===== src/rtl/neuron_bwd_pkg.sv =====
// Shared types and helpers for the backward linear neuron.
package neuron_bwd_pkg;

    // Upper bounds for the width-generic helpers below.
    localparam int unsigned MAX_W    = 64;
    localparam int unsigned MAX_FLAT = 4096;

    typedef enum logic {
        IDLE   = 1'b0,
        STREAM = 1'b1
    } state_e;

    // Clamp a full-precision signed product to a w-bit signed range; caller keeps the low w bits.
    function automatic logic signed [MAX_W-1:0] sat_narrow(
        input logic signed [2*MAX_W-1:0] p,
        input int unsigned               w
    );
        logic signed [2*MAX_W-1:0] hi;
        logic signed [2*MAX_W-1:0] lo;
        logic signed [MAX_W-1:0]   r;
        hi = ((2*MAX_W)'(1) << (w - 1)) - (2*MAX_W)'(1);
        lo = ~hi;
        if (p > hi) begin
            r = hi[MAX_W-1:0];
        end else if (p < lo) begin
            r = lo[MAX_W-1:0];
        end else begin
            r = p[MAX_W-1:0];
        end
        return r;
    endfunction

    // Weight i of an n-element packed vector; element 0 is the most significant chunk.
    function automatic logic [MAX_W-1:0] weight_at(
        input logic [MAX_FLAT-1:0] flat,
        input int unsigned         n,
        input int unsigned         w,
        input int unsigned         i
    );
        logic [MAX_FLAT-1:0] sh;
        sh = flat >> ((n - 1 - i) * w);
        return sh[MAX_W-1:0];
    endfunction

endpackage


===== src/rtl/neuron_backward_sat_mul.sv =====
// Signed WIDTH x WIDTH multiply saturated back to WIDTH bits.
module neuron_backward_sat_mul
    import neuron_bwd_pkg::*;
#(
    parameter int unsigned WIDTH = 16
) (
    input  logic signed [WIDTH-1:0] a,
    input  logic signed [WIDTH-1:0] b,
    output logic signed [WIDTH-1:0] y_c
);

    logic signed [2*WIDTH-1:0] prod;

    // Full-precision product, then clamp into the output range.
    always_comb begin
        prod = (2*WIDTH)'(a) * (2*WIDTH)'(b);
        y_c  = WIDTH'(sat_narrow((2*MAX_W)'(prod), WIDTH));
    end

endmodule


===== src/rtl/neuron_backward.sv =====
// Backward pass of a constant-weight linear neuron: one delta in, N gradient beats out.
module neuron_backward
    import neuron_bwd_pkg::*;
#(
    parameter int unsigned         WIDTH        = 16,
    parameter int unsigned         N            = 4,
    parameter logic [N*WIDTH-1:0]  WEIGHTS_FLAT = '0,
    parameter int unsigned         IDX_W        = (N > 1) ? $clog2(N) : 1
) (
    input  logic                    clk,
    input  logic                    rst,
    input  logic                    delta_valid,
    output logic                    delta_ready,
    input  logic signed [WIDTH-1:0] delta,
    input  logic signed [WIDTH-1:0] x_in [N-1:0],
    output logic signed [WIDTH-1:0] grad_b,
    output logic                    grad_valid,
    input  logic                    grad_ready,
    output logic signed [WIDTH-1:0] grad_x,
    output logic signed [WIDTH-1:0] grad_w,
    output logic [IDX_W-1:0]        grad_idx,
    output logic                    grad_last
);

    localparam logic [IDX_W-1:0] LAST_IDX = IDX_W'(N - 1);

    state_e                  state_q, state_d;
    logic [IDX_W-1:0]        idx_q, idx_d;
    logic signed [WIDTH-1:0] delta_q, delta_d;
    logic signed [WIDTH-1:0] x_q [N-1:0];
    logic signed [WIDTH-1:0] x_d [N-1:0];
    logic signed [WIDTH-1:0] w_cur;
    logic signed [WIDTH-1:0] x_cur;
    logic                    capture;

    // State, beat index and captured operands.
    always_ff @(posedge clk or posedge rst) begin
        if (rst) begin
            state_q <= IDLE;
            idx_q   <= '0;
            delta_q <= '0;
            for (int i = 0; i < int'(N); i++) begin
                x_q[i] <= '0;
            end
        end else begin
            state_q <= state_d;
            idx_q   <= idx_d;
            delta_q <= delta_d;
            for (int i = 0; i < int'(N); i++) begin
                x_q[i] <= x_d[i];
            end
        end
    end

    // Next-state logic; a delta may be taken in IDLE or on the final handshake of a stream.
    always_comb begin
        state_d     = state_q;
        idx_d       = idx_q;
        delta_d     = delta_q;
        x_d         = x_q;
        delta_ready = 1'b0;
        capture     = 1'b0;
        case (state_q)
            IDLE: begin
                delta_ready = 1'b1;
                if (delta_valid) begin
                    capture = 1'b1;
                end
            end
            STREAM: begin
                if (grad_ready) begin
                    if (idx_q == LAST_IDX) begin
                        delta_ready = 1'b1;
                        if (delta_valid) begin
                            capture = 1'b1;
                        end else begin
                            state_d = IDLE;
                        end
                    end else begin
                        idx_d = idx_q + IDX_W'(1);
                    end
                end
            end
            default: begin
                state_d = IDLE;
            end
        endcase
        if (capture) begin
            state_d = STREAM;
            idx_d   = '0;
            delta_d = delta;
            x_d     = x_in;
        end
    end

    // Operand selection for the current beat.
    always_comb begin
        w_cur = WIDTH'(weight_at(MAX_FLAT'(WEIGHTS_FLAT), N, WIDTH, 32'(idx_q)));
        x_cur = x_q[idx_q];
    end

    neuron_backward_sat_mul #(.WIDTH(WIDTH)) u_mul_x (
        .a   (delta_q),
        .b   (w_cur),
        .y_c (grad_x)
    );

    neuron_backward_sat_mul #(.WIDTH(WIDTH)) u_mul_w (
        .a   (delta_q),
        .b   (x_cur),
        .y_c (grad_w)
    );

    // Beat qualifiers derived from registered state.
    always_comb begin
        grad_valid = (state_q == STREAM);
        grad_idx   = idx_q;
        grad_last  = grad_valid && (idx_q == LAST_IDX);
        grad_b     = delta_q;
    end

endmodule


===== config.mk =====
export PLATFORM = sky130hd
export DESIGN_NAME = neuron_backward
export DESIGN_NICKNAME = d
export VERILOG_FILES = /design/src/rtl/neuron_bwd_pkg.sv /design/src/rtl/neuron_backward_sat_mul.sv /design/src/rtl/neuron_backward.sv
export SDC_FILE = /design/constraint.sdc
export NUM_CORES = 1
export LEC_CHECK = 0
export ABC_AREA = 1
export CELL_PAD_IN_SITES_DETAIL_PLACEMENT = 0
export CELL_PAD_IN_SITES_GLOBAL_PLACEMENT = 1
export CORE_MARGIN = 3
export CORE_UTILIZATION = 30
export CTS_BUF_LIST = sky130_fd_sc_hd__clkbuf_2 sky130_fd_sc_hd__clkbuf_4 sky130_fd_sc_hd__clkbuf_8
export CTS_CLUSTER_SIZE = 28
export DETAILED_ROUTE_END_ITERATION = 6
export GPL_TIMING_DRIVEN = 1
export PLACE_DENSITY = 0.65
export RECOVER_POWER = 100
export SYNTH_ARGS = -nofsm -noshare
export SYNTH_HDL_FRONTEND = slang
export SYNTH_HIERARCHICAL = 1
export SYNTH_SLANG_ARGS = --single-unit

===== constraint.sdc =====
create_clock -name clk -period 15.86 [get_ports clk]
set_input_delay 3.172 -clock clk [delete_from_list [all_inputs] [get_ports clk]]
set_output_delay 3.172 -clock clk [all_outputs]
set_load 0.01 [all_outputs]

Yosys cells after proc, flatten, opt, wreduce, memory -nomap -nowiden:

Cells that the tools add are included.
W data, S select, Z words.

* register bits after elaboration: 83
* output and inout port bits: 53
* input port bits: 84

* magnitude comparators: 5
* reductions and logical operators: 4
* add/sub/neg operators: 2
* bitwise gates (word level): 1
* eq/ne operators: 2
* shift operators: 1
* mux-type cells: 21
* multiply operators: 2

Operator list (number)
* $mux W16: 5
* $gt A32 B16 Y1 const B: 2
* $lt A32 B16 Y1 const B: 2
* $mul A16 B16 Y32: 2
* $bmux W16 S2: 1
* $shr A1 B32 Y16 const A: 1
* $mux W1: 9
* $mux W2: 4
* $pmux W1 S2: 2
* $reduce_bool A2 Y1: 2
* $lt A2 B3 Y1 const B: 1
* $reduce_and A3 Y1: 1
* $sub A2 B2 Y3 const A: 1
* $add A2 B1 Y2 const B: 1
* $eq A2 B2 Y1 const B: 1
* $ne A2 B2 Y1 const B: 1
* $logic_and A1 B1 Y1: 1
* $not A1 Y1: 1

Longest topological paths before layout:

Gate-level depths: netlist of run 1.

* depth after elaboration: 6
* depth in mapped cells: 41
* depth with buffers taken out: 36

Modules after synthesis:

Netlist of run 1, hierarchy kept.

Modules (own cells, without submodules)
* neuron_backward_sat_mul at u_mul_x: cells each 1678, times used 1, area an instance 11636.2 um2
* neuron_backward_sat_mul at u_mul_w: cells each 1605, times used 1, area an instance 11353.4 um2
* neuron_backward: cells each 512, times used 1, area an instance 4053.9 um2

Least setup slack after synthesis of run 1:

Ideal clock, no wire load.

* path kind: reg2out
* from: register idx_q[1], in the netlist grad_idx[1]
* to: output port grad_w[5]
* data arrival time: 7067 ps
* slack: 5621 ps
* cell stages (with the launch flop): 32
* cell sequence: dfrtp_1 -> buf_2 -> inv_1 -> buf_4 -> o211ai_1 -> nand2_1 -> clkbuf_1 -> clkbuf_1 -> nand2_1 -> fa_1 -> inv_1 -> fa_1 -> fa_1 -> fa_1 -> inv_1 -> fa_1 -> fa_1 -> inv_1 -> ha_1 -> inv_1 -> nor3_1 -> nand2_1 -> nor3_1 -> nand2_1 -> inv_1 -> nor2_1 -> nand3b_1 -> nand2_1 -> o21bai_4 -> buf_6 -> nand2_1 -> nand2_1

* cells in the longest elaborated chain, start to end: 6
* elaborated cells between the ends (all ways): 7

Ends and longest elaborated chain
* start: declaration: RTL line neuron_backward.sv:28 `logic [IDX_W-1:0] idx_q, idx_d;`
* start signal: assignment: RTL line neuron_backward.sv:47 `idx_q <= idx_d;`
* $bmux W16 S2 (*): RTL line neuron_backward.sv:99 `x_cur = x_q[idx_q];`
* $mux W16 (implied by the code) (*): RTL line neuron_backward.sv:99
* named net x_cur[5]: RTL line neuron_backward.sv:33 `logic signed [WIDTH-1:0] x_cur;`
* $mul A16 B16 Y32 (*): RTL line neuron_backward_sat_mul.sv:16 `prod = (2*WIDTH)'(a) * (2*WIDTH)'(b);`
* $lt A32 B16 Y1: RTL line neuron_bwd_pkg.sv:25 `end else if (p < lo) begin`
* $mux W16: RTL line neuron_bwd_pkg.sv:25
* $mux W16 (*): RTL line neuron_bwd_pkg.sv:23 `if (p > hi) begin`
* end: declaration: RTL line neuron_backward.sv:20 `output logic signed [WIDTH-1:0] grad_w,`

The timed path passes the listed nets; every way through them passes the cells marked *. The select of a mux whose other input is x is not followed.

Final worst setup path of run 1:

* from: register idx_q[0], in the netlist grad_idx[0]
* to: output port grad_w[13]

Same word-level chain as after synthesis.

==> summary.md, run 1 <==
| Metric | Value |
|---|---|
| Crit-path max cell delay | 1.09 ns |
| CTS tree | done |
| Final TNS setup | 0 ns |
| Row count | 109 |
| Core area | 88920 sq um |
| Period minus WS final | 13.36 ns |
| Critical path's slowest cell | clkbuf_1 |
| Share of cells above drive strength 1 | 2.361% |
| IO buf count | 120 |
| CTS clk-pin slew, worst paths | 0.09 ns |
| Global-route wire length before repair | 128.0 mm |
| Endpoints failing hold | 0 |
| Hold Path Sink | x_q[54] |
| Routed len/inst | 15.55 microns |
| Most used cell, CP | nand2_1 |
| Critical path type | flip-flop to output pin |
| Nature of the critical path startpoint | flip-flop |
| Reg2Reg Capture Point | x_q[53] |
| Worst flop-to-flop path startpoint | grad_idx[0] |
| Final WL | 77.45 mm |
| Fmax | 74.83 MHz |
| Max Cap Viol | 14 |
| Outcome | finished with violations |
| Ys Warns | 6 |
| Vias in the first global route | 23430 |
| Failing checks | capacitance limit, slew limit |
| Post-CTS Setup Bufs | 0 |
| H-tree depth | 3 |
| Initial antenna violation count | 3 |
| CP Max Fanout | 36 |
| Synth unique cells | 41 |
| RSZ-0062 raised after global routing | no |
| HP Start | x_q[54] |
| Routed Antenna Nets | 0 |
| TritonRoute pass-1 iters | 5 |
| Min-delay worst type | flip-flop to flip-flop |
| Worst reg2reg setup slack | 9.29 ns |
| Clk_lat worst skew | 0.38 ns |
| CTS Root Cell | clkbuf_8 |
| Die Height | 306.2 microns |
| Total grt overflow | 0 |
| Cell family contributing the most delay on the critical path | adder cells |
| Max Clock Skew | 0.01294 ns |
| Die Width | 306.2 microns |
| WP depth | 31 |
| Seq cells post-synth | 83 |
| Placer Congestion | 0.8737 |
| Count of final setup violators | 0 |
| Detailed-route DRC error count | 0 |
| Die footprint | 93780 sq um |
| Dpl hpwl | 64.30 mm |
| Worst Setup End Kind | output pin |
| Synthesis-to-layout area growth | 8.402% |
| Post_cts resized | 0 |
| Vias per cell | 4.383 |
| Worst path bufs/invs | 7 |
| DRT iter0 DRCs | 1240 |
| Boundary Pins | 137 |
| Post-Syn Area | 27040 sq um |
| Cells after synthesis | 3795 |
| Syn avg cell area | 7.126 sq um |
| Largest net degree at the start of global routing | 78 |
| CTS Buf Count | 9 |
| # clock sinks | 83 |
| Worst Hold Depth | 2 |
| Final #Nets | 4580 |
| Starting density of the core | 30.41% |
| Vias | 21830 |
| Hold_buf cts | 0 |
| Critical Path RT | 12.69 ns |
| Reg2reg path depth | 9 |
| Total track usage | 17.12% |
| Critical path arrival | 10.19 ns |
| Slew @ Worst Pin | 3.847 ns |
| Pins Over Slew Limit | 544 |
| Clock Path Buffers | 2 |
| Register area share after synthesis | 7.680% |
| Fin crit share | 84.26% |
| Rel. slew slack | -156.5% |
[tightest hold or removal path: stages (launching register included)]
cell and delay (ns):
dfrtp_1 0.35, nand2_1 0.05, nand2_1 0.05
[per-layer routing]
metal,GRT usage [%],share of wire (%),vias up
li1,-,-,10720
met1,23.22,46,10690
met2,30.39,49,364
met3,1.112,3.3,55
met4,3.091,1.7,0
met5,0,0,-
[sequential cells by signal (all words and copies together) (netlist names)]
signal,count
grad_idx,2
grad_b,16
x_q,64
grad_valid,1
[synthesized netlist by cell type, drive strengths merged]
cell / n / share of area (%)
nand3: 166 / 3.2
nor4: 1 / 0.023
a21oi: 37 / 0.74
nand4: 41 / 0.95
dfrtp: 83 / 7.7
nand3b: 4 / 0.11
nor3: 12 / 0.30
fa: 524 / 39
buf: 32 / 0.89
o21bai: 6 / 0.21
ha: 165 / 7.6
xor2: 16 / 0.52
o21ai: 25 / 0.46
inv: 1103 / 15
o211ai: 16 / 0.44
xnor2: 15 / 0.49
clkbuf: 125 / 2.0
nor2: 138 / 2.1
nand2: 1272 / 18
a21o: 2 / 0.056
conb: 1 / 0.014
or2: 10 / 0.23
and2: 1 / 0.023
[how the worst max path moves through the flow]
stage                     start         end  slack, ns
floorplan           grad_idx[1]   grad_w[5]       5.62
global placement    grad_idx[1]   grad_w[7]       3.99
detailed placement  grad_idx[1]   grad_w[1]       3.96
CTS                 grad_idx[1]  grad_w[13]       3.54
global route        grad_idx[0]   grad_w[4]       1.58
finish              grad_idx[0]  grad_w[13]       2.50
[metrics by stage]
stage / hold WS (ns) / setup WS, ns / util [%] / area [sq um] / instances
finish: 0.4763 / 2.497 / 32.97 / 29320 / 4980
global route: 0.4928 / 1.582 / 32.97 / 29310 / 4979
CTS: 0.4816 / 3.539 / 33.03 / 29370 / 4977
detailed placement: 0.4581 / 3.961 / 32.76 / 29130 / 4961
global placement: 0.4526 / 3.994 / 32.76 / 29130 / 4961
floorplan: 0.4417 / 5.621 / - / 27100 / 3810
[final cells by class]
class | instances | area (sq um)
tap | 1165 | 1458
fill | 9828 | 59600
sequential | 83 | 2077
antenna | 3 | 7.507
multi-input combinational | 2467 | 20080
inverter | 1103 | 4141
clock buffer | 9 | 123.9
clock inverter | 7 | 108.9
timing repair buffer | 143 | 1315
[cells by family (layout without fill, tap and decap cells)]
logic type	Yosys count	count (layout)	share of synthesized area, %
AND/OR/NAND/NOR	1645	1645	24.72
buffers and inverters	1260	1262	18.25
adder cells (fa/ha/maj)	689	689	46.42
AO/OA/AOI/OAI	86	86	1.911
flip-flops	83	83	7.680
XOR/XNOR	31	31	1.004
other	1	19	0.01387
[layout by cell type (no fill, tap or decap), drive strengths merged, types with 4 or more instances in the layout]
cell type / n
inv: 1104
nand4: 41
nand2: 1272
a21oi: 37
xnor2: 15
nand3b: 4
dlygate4sd3: 24
nand3: 166
nor3: 12
o21ai: 25
clkdlybuf4s50: 95
xor2: 16
o21bai: 6
clkbuf: 24
or2: 10
dfrtp: 83
conb: 16
buf: 9
ha: 165
fa: 524
o211ai: 16
nor2: 138
Power of run 1 is not shown: default switching activity piles up to over one toggle a cycle in this logic, so the estimate is an artifact.
==> run 2: changes to the inputs <==
Clock period 15.86 ns to 13.8 ns, I/O delays scaled along.
==> summary.md, run 2 (same netlist as run 1, synthesis figures left out) <==
| Metric | Value |
|---|---|
| Die Width | 306.2 microns (unchanged) |
| Min-delay worst type | flip-flop to flip-flop (unchanged) |
| Final #Nets | 4580 (unchanged) |
| Total track usage | 16.98% (was 17.12%) |
| Outcome | finished with violations (unchanged) |
| Reg2reg path depth | 8 (was 9) |
| Critical path type | flip-flop to output pin (unchanged) |
| Most used cell, CP | nand2_1 (unchanged) |
| Starting density of the core | 30.41% (unchanged) |
| TritonRoute pass-1 iters | 5 (unchanged) |
| Total grt overflow | 0 (unchanged) |
| CTS clk-pin slew, worst paths | 0.09 ns (about the same) |
| Multi-input logic area | 20070 sq um (was 20080 sq um) |
| CP Max Fanout | 20 (was 36) |
| Top reg by flops | x_q (unchanged) |
| Die footprint | 93780 sq um (unchanged) |
| Global-route wire length before repair | 127.5 mm (was 128.0 mm) |
| Count of final setup violators | 0 (unchanged) |
| Post-CTS Setup Bufs | 0 (unchanged) |
| Failing checks | capacitance limit, slew limit (unchanged) |
| Vias | 21770 (was 21830) |
| Die Height | 306.2 microns (unchanged) |
| Critical path arrival | 9.65 ns (was 10.19 ns) |
| Critical path's slowest cell | fa_1 (was clkbuf_1) |
| Commonest non-fill, non-tap cells in the layout | nand2_1 (1254), inv_1 (1091), fa_1 (524) (unchanged) |
| Slew @ Worst Pin | 3.732 ns (was 3.847 ns) |
| Dpl hpwl | 64.20 mm (was 64.30 mm) |
| Fmax | 80.58 MHz |
| Fin crit share | 89.93% |
| Critical Path RT | 11.04 ns (was 12.69 ns) |
| CTS Root Cell | clkbuf_8 (unchanged) |
| # fillers | 9802 (was 9828) |
| Rel. slew slack | -148.8% (was -156.5%) |
| Vias per cell | 4.372 (was 4.383) |
| IO buf count | 120 (unchanged) |
| Period minus WS final | 12.41 ns |
| Largest net degree at the start of global routing | 78 (unchanged) |
| Worst flop-to-flop path startpoint | grad_idx[1] (was grad_idx[0]) |
| Placer Congestion | 0.8740 (was 0.8737) |
| CTS Buf Count | 9 (unchanged) |
| Vias in the first global route | 23240 (was 23430) |
| DRT iter0 DRCs | 1193 (was 1240) |
| Routed len/inst | 15.44 microns (was 15.55 microns) |
| H-tree depth | 3 (unchanged) |
| Crit path from | grad_idx[1] (was grad_idx[0]) |
| Final WL | 76.88 mm (was 77.45 mm) |
| Max Cap Viol | 13 (was 14) |
| Crit-path max cell delay | 0.88 ns (was 1.09 ns) |
| Most common cell after layout, fill and taps aside | nand2_1 (unchanged) |
| Synthesis-to-layout area growth | 8.268% (was 8.402%) |
| Detailed-route DRC error count | 0 (unchanged) |
| Routed Antenna Nets | 0 (unchanged) |
| Core area | 88920 sq um (unchanged) |
| # clock sinks | 83 (unchanged) |
| Share of cells above drive strength 1 | 2.361% (unchanged) |
| CTS tree | done (unchanged) |
| Row count | 109 (unchanged) |
| HP Start | x_q[53] (was x_q[54]) |
| Post_cts resized | 0 (unchanged) |
| Max reg flops | 64 (unchanged) |
| Initial antenna violation count | 2 (was 3) |
| Boundary Pins | 137 (unchanged) |
| Pins Over Slew Limit | 544 (unchanged) |
| Clock Path Buffers | 2 (unchanged) |
| Register area | 2077 sq um (unchanged) |
| Worst Setup End Kind | output pin (unchanged) |
| RSZ-0062 raised after global routing | no (unchanged) |
| Hold_buf cts | 0 (unchanged) |
| Endpoints failing hold | 0 (unchanged) |
| Nature of the critical path startpoint | flip-flop (unchanged) |
| Max Clock Skew | 0.01593 ns (was 0.01294 ns) |
| Worst Hold Depth | 2 (unchanged) |
| Final TNS setup | 0 ns (unchanged) |
| Clk_lat worst skew | 0.37 ns (was 0.38 ns) |
[run 2: cell count changes in the layout (fill, tap and decap cells not counted)]
cell        before  now
clkinv_4         3    1
buf_4            9   10
bufinv_16        2    1
clkbuf_1        15   14
clkinv_2         0    1
clkinvlp_4       0    1
diode_2          3    2
inv_6            0    1
o21bai_1         5    6
o21bai_4         1    0
[run 2: critical path: cells and delay by family, from the launching register on]
kind / cells / cell delay [ns]
compound gates: 2 / 0.96
simple gates: 14 / 2.25
buf+inv: 6 / 1.40
flops: 1 / 0.60
fa+ha+maj: 7 / 4.07
[run 2: stage by stage]
step,area (sq um),hold slack [ns],setup WS (ns),instances,utilization (%)
global route,29280,0.4993,0.6674,4978,32.92
detailed placement,29130,0.4581,2.294,4961,32.76
finish,29280,0.4743,1.390,4979,32.93
global placement,29130,0.4560,2.339,4961,32.76
CTS,29340,0.4792,1.866,4977,33.00
floorplan,27100,0.4417,3.973,3810,-
[run 2: final cells by class]
class / instances / area share (%)
inverters: 1103 / 14.14
flip-flops and latches: 83 / 7.094
multi-input cells: 2467 / 68.56
repair buffers: 143 / 4.504
well taps: 1165 / 4.978
clock buffers: 9 / 0.4231
diodes: 2 / 0.01709
clock inverters: 7 / 0.2820
[run 2: per-layer routing]
layer  global-route usage, %  wire [microns]  up-vias
met5                       0               0        -
met4                   2.622            1170        0
met3                  0.9878            2449       46
met2                   29.90           37650      333
met1                   23.46           35610    10680
li1                        -               -    10710
[run 2: worst paths after layout]
path,to,slack [ns]
setup reg to reg,x_q[29],7.93
min in group asynchronous,x_q[40],3.18
setup / recovery,grad_w[12],1.39
hold reg to reg,x_q[53],0.47
max in group asynchronous,grad_idx[0],7.23
hold / removal,x_q[53],0.47
Power of run 2 is left out for the same reason.
